<file path="config.mk">
export PLATFORM = sky130hd
export DESIGN_NAME = cv32e40px_if_queue
export DESIGN_NICKNAME = d
export VERILOG_FILES = /design/src/rtl/cv32e40px_if_queue.sv
export SDC_FILE = /design/constraint.sdc
export NUM_CORES = 1
export LEC_CHECK = 0
export BUFFER_PORTS_ARGS = -buffer_cell sky130_fd_sc_hd__buf_2
export CORE_ASPECT_RATIO = 1.1
export CORE_MARGIN = 3
export CORE_UTILIZATION = 35
export CTS_BUF_LIST = sky130_fd_sc_hd__clkbuf_8 sky130_fd_sc_hd__clkbuf_16
export CTS_CLUSTER_DIAMETER = 120
export DETAILED_ROUTE_END_ITERATION = 6
export REMOVE_ABC_BUFFERS = 1
export SLEW_MARGIN = 20
export SYNTH_ARGS = -nofsm -noshare
export SYNTH_HDL_FRONTEND = slang
export SYNTH_SLANG_ARGS = --single-unit
</file>
<file path="constraint.sdc">
create_clock -name clk -period 4.2 [get_ports clk]
set_input_delay 0.63 -clock clk [delete_from_list [all_inputs] [get_ports clk]]
set_output_delay 0.63 -clock clk [all_outputs]
set_load 0.01 [all_outputs]
</file>
<file path="src/rtl/cv32e40px_if_queue.sv">
// IF/ID decoupling FIFO of decoded fetch packets; flushed on PC redirect.
// Optional performance outputs are enabled by defining CV32E40PX_IFQ_PERF_EN.
module cv32e40px_if_queue #(
  parameter int DEPTH   = 2,
  parameter int INSTR_W = 32,
  parameter int PC_W    = 32
) (
  input  logic                         clk,
  input  logic                         rst,
  input  logic                         flush_i,
  input  logic                         halt_i,
  input  logic                         in_valid_i,
  output logic                         in_ready_o,
  input  logic [INSTR_W-1:0]           in_instr_i,
  input  logic [PC_W-1:0]              in_pc_i,
  input  logic                         in_is_compressed_i,
  input  logic                         in_illegal_c_i,
  input  logic                         in_fetch_failed_i,
  output logic                         out_valid_o,
  input  logic                         out_ready_i,
  output logic [INSTR_W-1:0]           out_instr_o,
  output logic [PC_W-1:0]              out_pc_o,
  output logic                         out_is_compressed_o,
  output logic                         out_illegal_c_o,
  output logic                         out_fetch_failed_o,
`ifdef CV32E40PX_IFQ_PERF_EN
  output logic                         perf_full_stall_o,
  output logic [$clog2(DEPTH+1)-1:0]   perf_max_count_o,
`endif
  output logic [$clog2(DEPTH+1)-1:0]   count_o,
  output logic                         empty_o,
  output logic                         full_o
);

  localparam int CNT_W   = $clog2(DEPTH + 1);
  localparam int PTR_W   = (DEPTH > 1) ? $clog2(DEPTH) : 1;
  localparam int ENTRY_W = INSTR_W + PC_W + 3;

  logic [ENTRY_W-1:0] mem_reg [DEPTH];
  logic [PTR_W-1:0]   rd_ptr_reg, wr_ptr_reg;
  logic [PTR_W-1:0]   rd_ptr_next, wr_ptr_next;
  logic [CNT_W-1:0]   count_reg, count_next;
  logic [DEPTH-1:0]   wr_en;
  logic [ENTRY_W-1:0] in_entry, head_entry;
  logic               full, push, pop;

  assign full       = (count_reg == CNT_W'(DEPTH));
  assign in_ready_o = ~rst & ~halt_i & ~flush_i & (~full | out_ready_i);
  assign push       = in_valid_i & in_ready_o;
  assign pop        = out_valid_o & out_ready_i & ~flush_i;

  assign in_entry = {in_fetch_failed_i, in_illegal_c_i, in_is_compressed_i, in_pc_i, in_instr_i};

  genvar gi;
  generate
    for (gi = 0; gi < DEPTH; gi++) begin : g_wr_en
      assign wr_en[gi] = push & (wr_ptr_reg == PTR_W'(gi));
    end
  endgenerate

  // Explicit wrap keeps non-power-of-two depths correct.
  always_comb begin
    rd_ptr_next = rd_ptr_reg;
    wr_ptr_next = wr_ptr_reg;
    count_next  = count_reg;
    if (flush_i) begin
      rd_ptr_next = '0;
      wr_ptr_next = '0;
      count_next  = '0;
    end else begin
      if (pop)
        rd_ptr_next = (rd_ptr_reg == PTR_W'(DEPTH - 1)) ? '0 : rd_ptr_reg + PTR_W'(1);
      if (push)
        wr_ptr_next = (wr_ptr_reg == PTR_W'(DEPTH - 1)) ? '0 : wr_ptr_reg + PTR_W'(1);
      count_next = count_reg + CNT_W'(push) - CNT_W'(pop);
    end
  end

  always_ff @(posedge clk) begin
    if (rst) begin
      rd_ptr_reg <= '0;
      wr_ptr_reg <= '0;
      count_reg  <= '0;
      for (int i = 0; i < DEPTH; i++) mem_reg[i] <= '0;
    end else begin
      rd_ptr_reg <= rd_ptr_next;
      wr_ptr_reg <= wr_ptr_next;
      count_reg  <= count_next;
      for (int i = 0; i < DEPTH; i++)
        if (wr_en[i]) mem_reg[i] <= in_entry;
    end
  end

  // Head is read straight from registers: no in_* to out_* path.
  assign head_entry          = mem_reg[rd_ptr_reg];
  assign out_instr_o         = head_entry[INSTR_W-1:0];
  assign out_pc_o            = head_entry[INSTR_W +: PC_W];
  assign out_is_compressed_o = head_entry[INSTR_W+PC_W];
  assign out_illegal_c_o     = head_entry[INSTR_W+PC_W+1];
  assign out_fetch_failed_o  = head_entry[INSTR_W+PC_W+2];

  assign out_valid_o = (count_reg != '0);
  assign count_o     = count_reg;
  assign empty_o     = (count_reg == '0);
  assign full_o      = full;

`ifdef CV32E40PX_IFQ_PERF_EN
  logic [CNT_W-1:0] perf_max_count_reg;

  assign perf_full_stall_o = in_valid_i & full & ~out_ready_i & ~flush_i & ~halt_i;
  assign perf_max_count_o  = perf_max_count_reg;

  // High-water mark survives flushes; only reset clears it.
  always_ff @(posedge clk) begin
    if (rst)
      perf_max_count_reg <= '0;
    else if (count_next > perf_max_count_reg)
      perf_max_count_reg <= count_next;
  end
`endif

endmodule

</file>
==> results.py, run 1 <==
metrics = {
    "worst_setup_path": {
        "cp_slowest_stage_delay_ns": 0.70,
        "worstSetupStartpointType": "flop",
        "crit_fanout": 45,
        "worstSetupPathType": "reg -> out",
        "crit_path_top_delay_cell": "sky130_fd_sc_hd__or3b_2",
        "timing.critical_path.arrival_ns": 2.25,
        "timing.critical_path.cells": "or3b_2, buf_4, and3b_1, buf_2",
        "worst_setup_path_startpoint": "count_o[1]",
        "launch_instance_of_the_worst_register_to_register_path": "count_o[1]",
        "worst-endpoint-required_ns": 3.57,
        "cp-end-kind": "primary output",
    },
    "clocking": {
        "post_cts_resized": 0,
        "clk_root_buffer_cell": "sky130_fd_sc_hd__clkbuf_16",
        "clock_pin_slew_on_the_worst_setup_and_hold_paths_ns": 0.06,
        "tritoncts": "done",
        "hold_buffers": 0,
        "ctsHtreeMaxLevel": 4,
        "cts_sinks": 139,
        "cts_inserted_buffers": 17,
        "clk_path_buf_depth": 2,
        "number_of_buffers_added_for_setup_after_cts": 0,
        "clk-insertion-delay-late_ns": 0.41,
    },
    "sta": {
        "max_clock_freq_mhz": 347.6,
        "maxSlewHeadroom": 0.3546,
        "final_count_of_hold_timing_violations": 0,
        "worst_slew_pin_slew_ns": 0.9680,
        "period_share": 0.6849,
        "timing.final.setup_violations": 0,
        "fin_crit_ns": 2.877,
        "timing_max_transition_violations_final": 0,
        "hold_slack_ns": 0.4871,
        "setup_clock_skew_after_layout_ns": 0.009499,
        "rsz_0062_raised_after_global_routing": "no",
        "setup-tns-final_ns": 0,
    },
    "final_layout": {
        "fill_cells": 1404,
        "multi_input_area_um2": 1368,
        "post_route_cells_drive_above_1_share": 0.5240,
        "sequential_cell_area_um2": 4128,
        "largest_register_ff_count": 134,
        "final_design_area_no_fill_um2": 7079,
        "highest_count_cells_in_the_layout_ignoring_fill_and_taps": "sky130_fd_sc_hd__buf_2, sky130_fd_sc_hd__edfxtp_1, sky130_fd_sc_hd__mux2_2, sky130_fd_sc_hd__and3_1, sky130_fd_sc_hd__clkbuf_16",
        "synthToLayoutAreaGrowth_pct": 26.66,
        "n_antenna_cell": 0,
        "final_core_utilization": 0.4612,
        "layout.cells.most_common": "sky130_fd_sc_hd__buf_2",
        "finish.net_count": 541,
    },
    "die": {
        "pin_count": 146,
        "initial_core_util": 0.3641,
        "die_x_um": 126.5,
        "core-area_um2": 15350,
        "fp.dieArea_um2": 17520,
        "die_y_um": 138.5,
        "rows": 47,
    },
    "run_status": {
        "status": "complete, no violations",
    },
    "placement": {
        "numPortBuffers": 145,
        "weighted_congestion_at_the_end_of_routability_driven_global_placement": 0.7104,
        "postPlaceCellArea_um2": 6500,
        "dp_hpwl_um": 6888,
    },
    "route": {
        "detail_route.vias_per_cell": 4.825,
        "vias": 3257,
        "totalWireLength_um": 11460,
        "route.detailed.drc": 0,
        "drtAntennaViolNets": 0,
        "avgRoutedWirePerCell_um": 16.98,
        "first_pass_iters": 5,
        "drtIter0Drc": 153,
    },
    "yosys": {
        "synth.lib_cells_used.distinct": 28,
        "post_synth_inst_count": 321,
        "yosys_register_bits": 139,
        "syn-cell-area_um2": 5589,
        "synth.yosys.warnings": 0,
        "synth_seq_area_share": 0.7379,
        "synthesis.area_per_instance_um2": 17.41,
    },
    "power_and_ir_drop": {
        "total_power_uw": 3237,
        "power.ir.vdd_worst_uv": 223.1,
        "power.density_cell_area_nw_per_um2": 457.3,
        "p_leak_uw": 0.003041,
    },
    "global_routing": {
        "grt_pass1_wl_um": 18070,
        "global_route.overflow_total": 0,
        "grt_start_max_net_pins": 68,
        "grt_antenna_before_repair": 1,
        "vias_in_the_first_global_route": 3591,
        "grt_util_all_layers": 0.1321,
    },
    "flow_run": {
        "drv_cap": 0,
    },
    "worst_hold_path": {
        "timing.hold.worst.start": "flush_i",
        "worst_hold_path_type": "in -> reg",
    },
}
-- report_power, final --
part	internal, µW	switching [µW]
logic	97.8	109
clock network	899	522
registers	1590	16.4
total	2590	648
-- cells by family (layout without fill, tap and decap cells) --
| group | Yosys count | after routing | share of synthesized area |
|---|---|---|---|
| simple gates | 82 | 82 | 0.09470 |
| compound gates | 3 | 3 | 0.003133 |
| mux | 67 | 67 | 0.1350 |
| flops | 139 | 139 | 0.7379 |
| fa+ha+maj | 2 | 2 | 0.004477 |
| buf+inv | 25 | 183 | 0.02015 |
| xor+xnor | 3 | 3 | 0.004702 |
-- per-layer routing --
metal	wire length (µm)	share of wire	global-route usage
met5	13	0.0011	0
met4	77	0.0067	0.04122
met3	884	0.077	0.05971
met2	5561	0.49	0.2146
met1	4927	0.43	0.1573
-- synthesized netlist by cell type --
cell type	number	area [µm²]
sky130_fd_sc_hd__edfxtp_1	134	4024
sky130_fd_sc_hd__nor3_1	2	10.01
sky130_fd_sc_hd__nand2_1	1	3.750
sky130_fd_sc_hd__xnor2_1	2	17.52
sky130_fd_sc_hd__ha_1	2	25.02
sky130_fd_sc_hd__nor4b_4	1	23.77
sky130_fd_sc_hd__buf_1	2	7.510
sky130_fd_sc_hd__nand2b_1	1	6.260
sky130_fd_sc_hd__mux2_2	67	754.5
sky130_fd_sc_hd__a21o_1	1	7.510
sky130_fd_sc_hd__and3_1	67	419.2
sky130_fd_sc_hd__xor2_1	1	8.760
sky130_fd_sc_hd__or2_2	1	6.260
sky130_fd_sc_hd__and3b_1	1	8.760
sky130_fd_sc_hd__and2_4	1	8.760
sky130_fd_sc_hd__buf_2	6	30.03
sky130_fd_sc_hd__nor2_1	2	7.510
sky130_fd_sc_hd__o21ai_0	1	5.000
sky130_fd_sc_hd__and2_1	2	12.51
sky130_fd_sc_hd__nand3b_1	1	7.510
sky130_fd_sc_hd__clkbuf_1	12	45.04
sky130_fd_sc_hd__nor2b_1	1	6.260
sky130_fd_sc_hd__or3b_1	1	8.760
sky130_fd_sc_hd__buf_6	1	11.26
sky130_fd_sc_hd__buf_4	1	7.510
sky130_fd_sc_hd__inv_1	3	11.26
sky130_fd_sc_hd__o21ai_1	1	5.000
sky130_fd_sc_hd__dfxtp_1	5	100.1
-- path summary, 6_finish.rpt --
| path | to | slack, ns | depth (start not counted) |
|---|---|---|---|
| setup / recovery | in_ready_o | 1.32 | 4 |
| hold reg to reg | wr_ptr_reg | 0.50 | 2 |
| hold / removal | flop | 0.49 | 2 |
| setup reg to reg | mem_reg[0][0] | 1.80 | 3 |
-- per-stage QoR --
step | worst slack [ns] | std cells
floorplan | 0.1191 | 299
global placement | 1.401 | 643
detailed placement | 1.396 | 643
CTS | 1.274 | 675
global route | 1.167 | 675
finish | 1.323 | 675
-- critical path, delay by kind of cell, from the launching register on --
kind | cells | cell delay (ns)
buffers and inverters | 2 | 0.50
and+or+nand+nor | 2 | 0.92
DFF | 1 | 0.40
-- area by class of cell --
class / count / area share
Sequential cell: 139 / 0.5831
Multi-Input combinational cell: 157 / 0.1932
Timing Repair Buffer: 148 / 0.1057
Clock buffer: 23 / 0.07176
Tap cell: 196 / 0.03464
Clock inverter: 9 / 0.01007
Inverter: 3 / 0.001591
Power figures use the tool's default switching activity.
==> run 2: changes to the inputs <==
- clock period: 4.2 -> 2.3 ns (I/O delays scaled with it)
==> run 2 against run 1 <==
Against the previous run:
- sequential share of layout area increased by 0.18 points
- utilization decreased by 0.13 points
- sequential cell count unchanged
- final cell count increased by 0.30%
- wire length increased by 1.6%
- setup slack got worse by 1.2 ns
- critical path depth unchanged
- die area unchanged
- via count increased by 0.89%
- critical endpoint unchanged
==> results.py, run 2 (synthesized netlist as in run 1, its figures left out) <==
metrics = {
    "run_status": {
        "status": "complete, no violations",
    },
    "die": {
        "die_x_um": 126.5,
        "initial_core_util": 0.3641,
        "core-area_um2": 15350,
        "fp.dieArea_um2": 17520,
        "pin_count": 146,
        "die_y_um": 138.5,
        "rows": 47,
    },
    "route": {
        "avgRoutedWirePerCell_um": 17.21,
        "vias": 3286,
        "route.detailed.drc": 0,
        "detail_route.vias_per_cell": 4.854,
        "drtAntennaViolNets": 0,
        "totalWireLength_um": 11650,
        "first_pass_iters": 4,
        "drtIter0Drc": 197,
    },
    "power_and_ir_drop": {
        "seq_power_share": 0.530,
        "power_switching_share": 0.2047,
        "power.switching_uw": 1134,
        "combPwrFrac": 0.071,
        "cell_internal_pwr_uw": 4406,
        "pwr-share-clk": 0.399,
        "p_leak_uw": 0.003049,
        "power.ir.vdd_worst_uv": 399.0,
        "power.density_cell_area_nw_per_um2": 784.8,
    },
    "placement": {
        "postPlaceCellArea_um2": 6583,
        "preCtsSetupSlack_ns": 0.1408,
        "weighted_congestion_at_the_end_of_routability_driven_global_placement": 0.7264,
        "place_inst": 649,
        "numPortBuffers": 145,
        "dp_hpwl_um": 7110,
    },
    "clocking": {
        "clock_pin_slew_on_the_worst_setup_and_hold_paths_ns": 0.06,
        "clk-insertion-delay-late_ns": 0.41,
        "tritoncts": "done",
        "ctsHtreeMaxLevel": 4,
        "hold_buffers": 0,
        "number_of_buffers_added_for_setup_after_cts": 0,
        "clk_path_buf_depth": 2,
        "clk_root_buffer_cell": "sky130_fd_sc_hd__clkbuf_16",
        "post_cts_resized": 1,
        "cts_inserted_buffers": 17,
        "cts_sinks": 139,
    },
    "worst_setup_path": {
        "cp_slowest_stage_delay_ns": 0.50,
        "launch_instance_of_the_worst_register_to_register_path": "count_o[0]",
        "crit_fanout": 43,
        "worst-endpoint-required_ns": 1.96,
        "reg2reg_slack_ns": 0.36,
        "worstRegToRegCells": 9,
        "worstSetupPathType": "reg -> out",
        "r2r_end": "count_o[1]",
        "critical_path.n_buffers_inverters": 2,
        "timing.critical_path.arrival_ns": 1.81,
        "cp-end-kind": "primary output",
        "crit_path_top_delay_cell": "sky130_fd_sc_hd__or3b_2",
        "worstSetupStartpointType": "flop",
        "cp_top_family": "simple AND/OR/NAND/NOR gates",
        "timing.critical_path.cells": "or3b_2, buf_6, and3b_1, buf_2",
    },
    "sta": {
        "rsz_0062_raised_after_global_routing": "no",
        "setup_clock_skew_after_layout_ns": 0.009792,
        "final_count_of_hold_timing_violations": 0,
        "period_share": 0.9388,
        "hold_slack_ns": 0.1891,
        "timing.final.setup_violations": 0,
        "timing_max_transition_violations_final": 0,
        "worst_slack_ns": 0.1407,
        "fin_crit_ns": 2.159,
        "max_clock_freq_mhz": 463.1,
        "maxSlewHeadroom": 0.3845,
        "worst_slew_pin_slew_ns": 0.9233,
    },
    "global_routing": {
        "grt_start_max_net_pins": 68,
        "grt_antenna_before_repair": 1,
        "global_route.overflow_total": 0,
        "grt_util_all_layers": 0.1356,
        "vias_in_the_first_global_route": 3594,
        "grt_pass1_wl_um": 18290,
    },
    "final_layout": {
        "n_antenna_cell": 0,
        "post_route_cells_drive_above_1_share": 0.5198,
        "largest_register_ff_count": 134,
        "finish.net_count": 547,
        "highest_count_cells_in_the_layout_ignoring_fill_and_taps": "sky130_fd_sc_hd__buf_2, sky130_fd_sc_hd__edfxtp_1, sky130_fd_sc_hd__mux2_2, sky130_fd_sc_hd__and3_1, sky130_fd_sc_hd__clkbuf_16",
        "synthToLayoutAreaGrowth_pct": 26.30,
        "final_core_utilization": 0.4599,
        "final-instance-count-excl-fill": 677,
        "final_design_area_no_fill_um2": 7059,
        "layout.cells.most_common": "sky130_fd_sc_hd__buf_2",
    },
    "worst_hold_path": {
        "worst_hold_path_type": "in -> reg",
        "timing.hold.worst.start": "flush_i",
        "worstHoldEndpoint": "rd_ptr_reg",
        "timing.hold.worst_path_depth": 2,
    },
    "flow_run": {
        "drv_cap": 0,
    },
}
-- run 2: area by class of cell --
class	instances	area [µm²]
Tap cell	196	245.2
Fill cell	1383	8289
Clock buffer	17	425.4
Timing Repair Buffer	154	834.6
Multi-Input combinational cell	157	1368
Clock inverter	11	46.29
Inverter	3	11.26
Sequential cell	139	4129
-- run 2: through the flow --
| step | TNS (ns) | power [µW] |
|---|---|---|
| finish | 0 | 5540 |
| global route | 0 | 5765 |
| CTS | 0 | 5614 |
| detailed placement | 0 | 3389 |
| global placement | 0 | 3379 |
| floorplan | -212.21 | 3181 |
-- run 2: metal layers --
layer | up-vias | GRT usage | wire (µm)
met1 | 1614 | 0.1605 | 4789
met2 | 114 | 0.2207 | 5734
met3 | 16 | 0.05778 | 943
met5 | - | 0 | 13
met4 | 2 | 0.04912 | 171
li1 | 1540 | - | -
-- run 2: worst max-delay path by stage --
stage / cells after the start / slack (ns) / start / endpoint
3_5_place_dp: 4 / 0.14 / flush_i / mem_reg[1][30]
2_1_floorplan: 3 / -1.50 / flush_i / mem_reg[0][0]
5_1_grt: 4 / 0.02 / count_o[0] / in_ready_o
6_report: 4 / 0.14 / count_o[0] / in_ready_o
4_1_cts: 4 / 0.05 / count_o[1] / in_ready_o
3_3_place_gp: 4 / 0.19 / flush_i / mem_reg[1][26]
-- run 2: power groups by stage --
stage               Clock (µW)  Sequential (µW)  Combinational, µW
floorplan                    0             2990                195
global placement             0             2980                398
detailed placement           0             2990                401
CTS                       2270             2940                403
global route              2390             2950                430
finish                    2210             2940                394
==> run 3: changes to the inputs <==
- RECOVER_POWER: unset -> 25
==> run 3 against run 2 <==
Against the previous run:
- worst hold slack got worse by 0.00072 ns
- final cell count did not move
- clock skew hardly changed
- sequential share of layout area hardly changed
- setup slack got worse by 0.0016 ns
- design area about the same
- clock power about the same
- largest cell class unchanged
- largest power group unchanged
- highest routed layer unchanged
==> results.py, run 3 (synthesized netlist as in run 1, its figures left out) <==
metrics = {
    "route": {
        "vias": 3290,
        "drtAntennaViolNets": 0,
        "first_pass_iters": 4,
        "route.detailed.drc": 0,
        "totalWireLength_um": 11650,
        "detail_route.vias_per_cell": 4.860,
        "drtIter0Drc": 195,
        "avgRoutedWirePerCell_um": 17.21,
    },
    "final_layout": {
        "finish.net_count": 547,
        "highest_count_cells_in_the_layout_ignoring_fill_and_taps": "sky130_fd_sc_hd__buf_2, sky130_fd_sc_hd__edfxtp_1, sky130_fd_sc_hd__mux2_2, sky130_fd_sc_hd__and3_1, sky130_fd_sc_hd__clkbuf_16",
        "sequential_cell_area_um2": 4129,
        "fill_cells": 1385,
        "synthToLayoutAreaGrowth_pct": 26.21,
        "multi_input_area_um2": 1368,
        "post_route_cells_drive_above_1_share": 0.5114,
        "final_core_utilization": 0.4596,
        "n_antenna_cell": 0,
        "largest_register_ff_count": 134,
        "final_design_area_no_fill_um2": 7054,
        "layout.cells.most_common": "sky130_fd_sc_hd__buf_2",
    },
    "power_and_ir_drop": {
        "power.switching_uw": 1135,
        "cell_internal_pwr_uw": 4406,
        "pwr-share-clk": 0.399,
        "p_leak_uw": 0.003034,
        "seq_power_share": 0.530,
        "power.density_cell_area_nw_per_um2": 785.5,
        "power_switching_share": 0.2049,
        "power.ir.vdd_worst_uv": 398.9,
        "combPwrFrac": 0.071,
    },
    "global_routing": {
        "grt_util_all_layers": 0.1356,
        "gr-usage-met3": 0.05778,
        "vias_in_the_first_global_route": 3594,
        "grt_start_max_net_pins": 68,
        "grt_antenna_before_repair": 1,
        "grt_pass1_wl_um": 18290,
        "global_route.overflow_total": 0,
        "grt_util_met1": 0.1605,
        "top_usage_layer": "met2",
        "grt.met2_usage": 0.2207,
    },
    "worst_setup_path": {
        "cp_top_family": "simple AND/OR/NAND/NOR gates",
        "cp-end-kind": "primary output",
        "timing.critical_path.cells": "or3b_2, buf_6, and3b_1, buf_2",
        "crit_path_top_delay_cell": "sky130_fd_sc_hd__or3b_2",
        "crit_fanout": 43,
        "cp_slowest_stage_delay_ns": 0.48,
        "worstSetupPathType": "reg -> out",
        "worstSetupStartpointType": "flop",
        "worst-endpoint-required_ns": 1.96,
        "critical_path.n_buffers_inverters": 2,
        "number_of_cells_on_the_critical_path": 4,
        "timing.critical_path.arrival_ns": 1.82,
        "worstRegToRegCells": 9,
    },
    "placement": {
        "postPlaceCellArea_um2": 6583,
        "numPortBuffers": 145,
        "weighted_congestion_at_the_end_of_routability_driven_global_placement": 0.7264,
        "dp_hpwl_um": 7110,
    },
    "sta": {
        "final_count_of_hold_timing_violations": 0,
        "timing.final.setup_violations": 0,
        "max_clock_freq_mhz": 462.8,
        "worst_slew_pin_slew_ns": 0.9227,
        "maxSlewHeadroom": 0.3849,
        "fin_crit_ns": 2.161,
        "rsz_0062_raised_after_global_routing": "no",
        "setup-tns-final_ns": 0,
        "period_share": 0.9395,
        "timing_max_transition_violations_final": 0,
        "setup_clock_skew_after_layout_ns": 0.01027,
    },
    "clocking": {
        "clk_path_buf_depth": 2,
        "clk_root_buffer_cell": "sky130_fd_sc_hd__clkbuf_16",
        "ctsHtreeMaxLevel": 4,
        "clock_pin_slew_on_the_worst_setup_and_hold_paths_ns": 0.06,
        "cts_sinks": 139,
        "cts_inserted_buffers": 17,
        "tritoncts": "done",
        "clk-insertion-delay-late_ns": 0.41,
    },
    "die": {
        "die_y_um": 138.5,
        "fp.dieArea_um2": 17520,
        "initial_core_util": 0.3641,
        "die_x_um": 126.5,
        "pin_count": 146,
        "core-area_um2": 15350,
        "rows": 47,
    },
    "worst_hold_path": {
        "worst_hold_path_type": "in -> reg",
        "timing.hold.worst_path_depth": 2,
    },
    "run_status": {
        "status": "complete, no violations",
    },
    "flow_run": {
        "drv_cap": 0,
    },
}
-- run 3: cell types whose count changed in the layout (fill, tap and decap cells not counted), sizes merged --
cell	delta
buf	-4
clkbuf	+4
-- run 3: power by group through the flow --
stage,sequential (µW),combinational [µW],clock (µW)
2_1_floorplan,2990,195,0
3_3_place_gp,2980,398,0
3_5_place_dp,2990,401,0
4_1_cts,2940,403,2270
5_1_grt,2950,430,2390
6_report,2940,394,2210
-- run 3: repair_timing --
| action | 4_1_cts | 5_1_grt |
|---|---|---|
| buffers inserted | 0 | 0 |
| hold buffers | 0 | 0 |
| setup endpoints to repair | 1 | 1 |
| resized for setup | 1 | 1 |
-- run 3: worst paths after layout --
| path | from | endpoint | slack [ns] |
|---|---|---|---|
| max | count_o[1] | in_ready_o | 0.14 |
| min | flush_i | rd_ptr_reg | 0.19 |
| max reg2reg | count_o[1] | count_o[1] | 0.36 |
| min reg2reg | wr_ptr_reg | wr_ptr_reg | 0.48 |
-- run 3: per-layer routing --
metal  vias up  routed length (µm)
li1       1540                   -
met1      1616                4775
met2       116                5738
met3        16                 951
met4         2                 171
met5         -                  13
-- run 3: final cells by class --
class                           instances  share of cell area
Clock inverter                         11            0.006563
Sequential cell                       139              0.5853
Tap cell                              196             0.03476
Multi-Input combinational cell        157              0.1939
Inverter                                3            0.001596
Clock buffer                           17             0.06031
Timing Repair Buffer                  154              0.1176
-- run 3: per-stage QoR --
stage	hold WS [ns]	power (µW)	setup slack [ns]	cells
floorplan	0.4218	3181	-1.496	299
global placement	0.4571	3379	0.1887	649
detailed placement	0.4687	3389	0.1408	649
CTS	0.1652	5614	0.05052	677
global route	0.1738	5765	0.01689	677
finish	0.1883	5541	0.1390	677
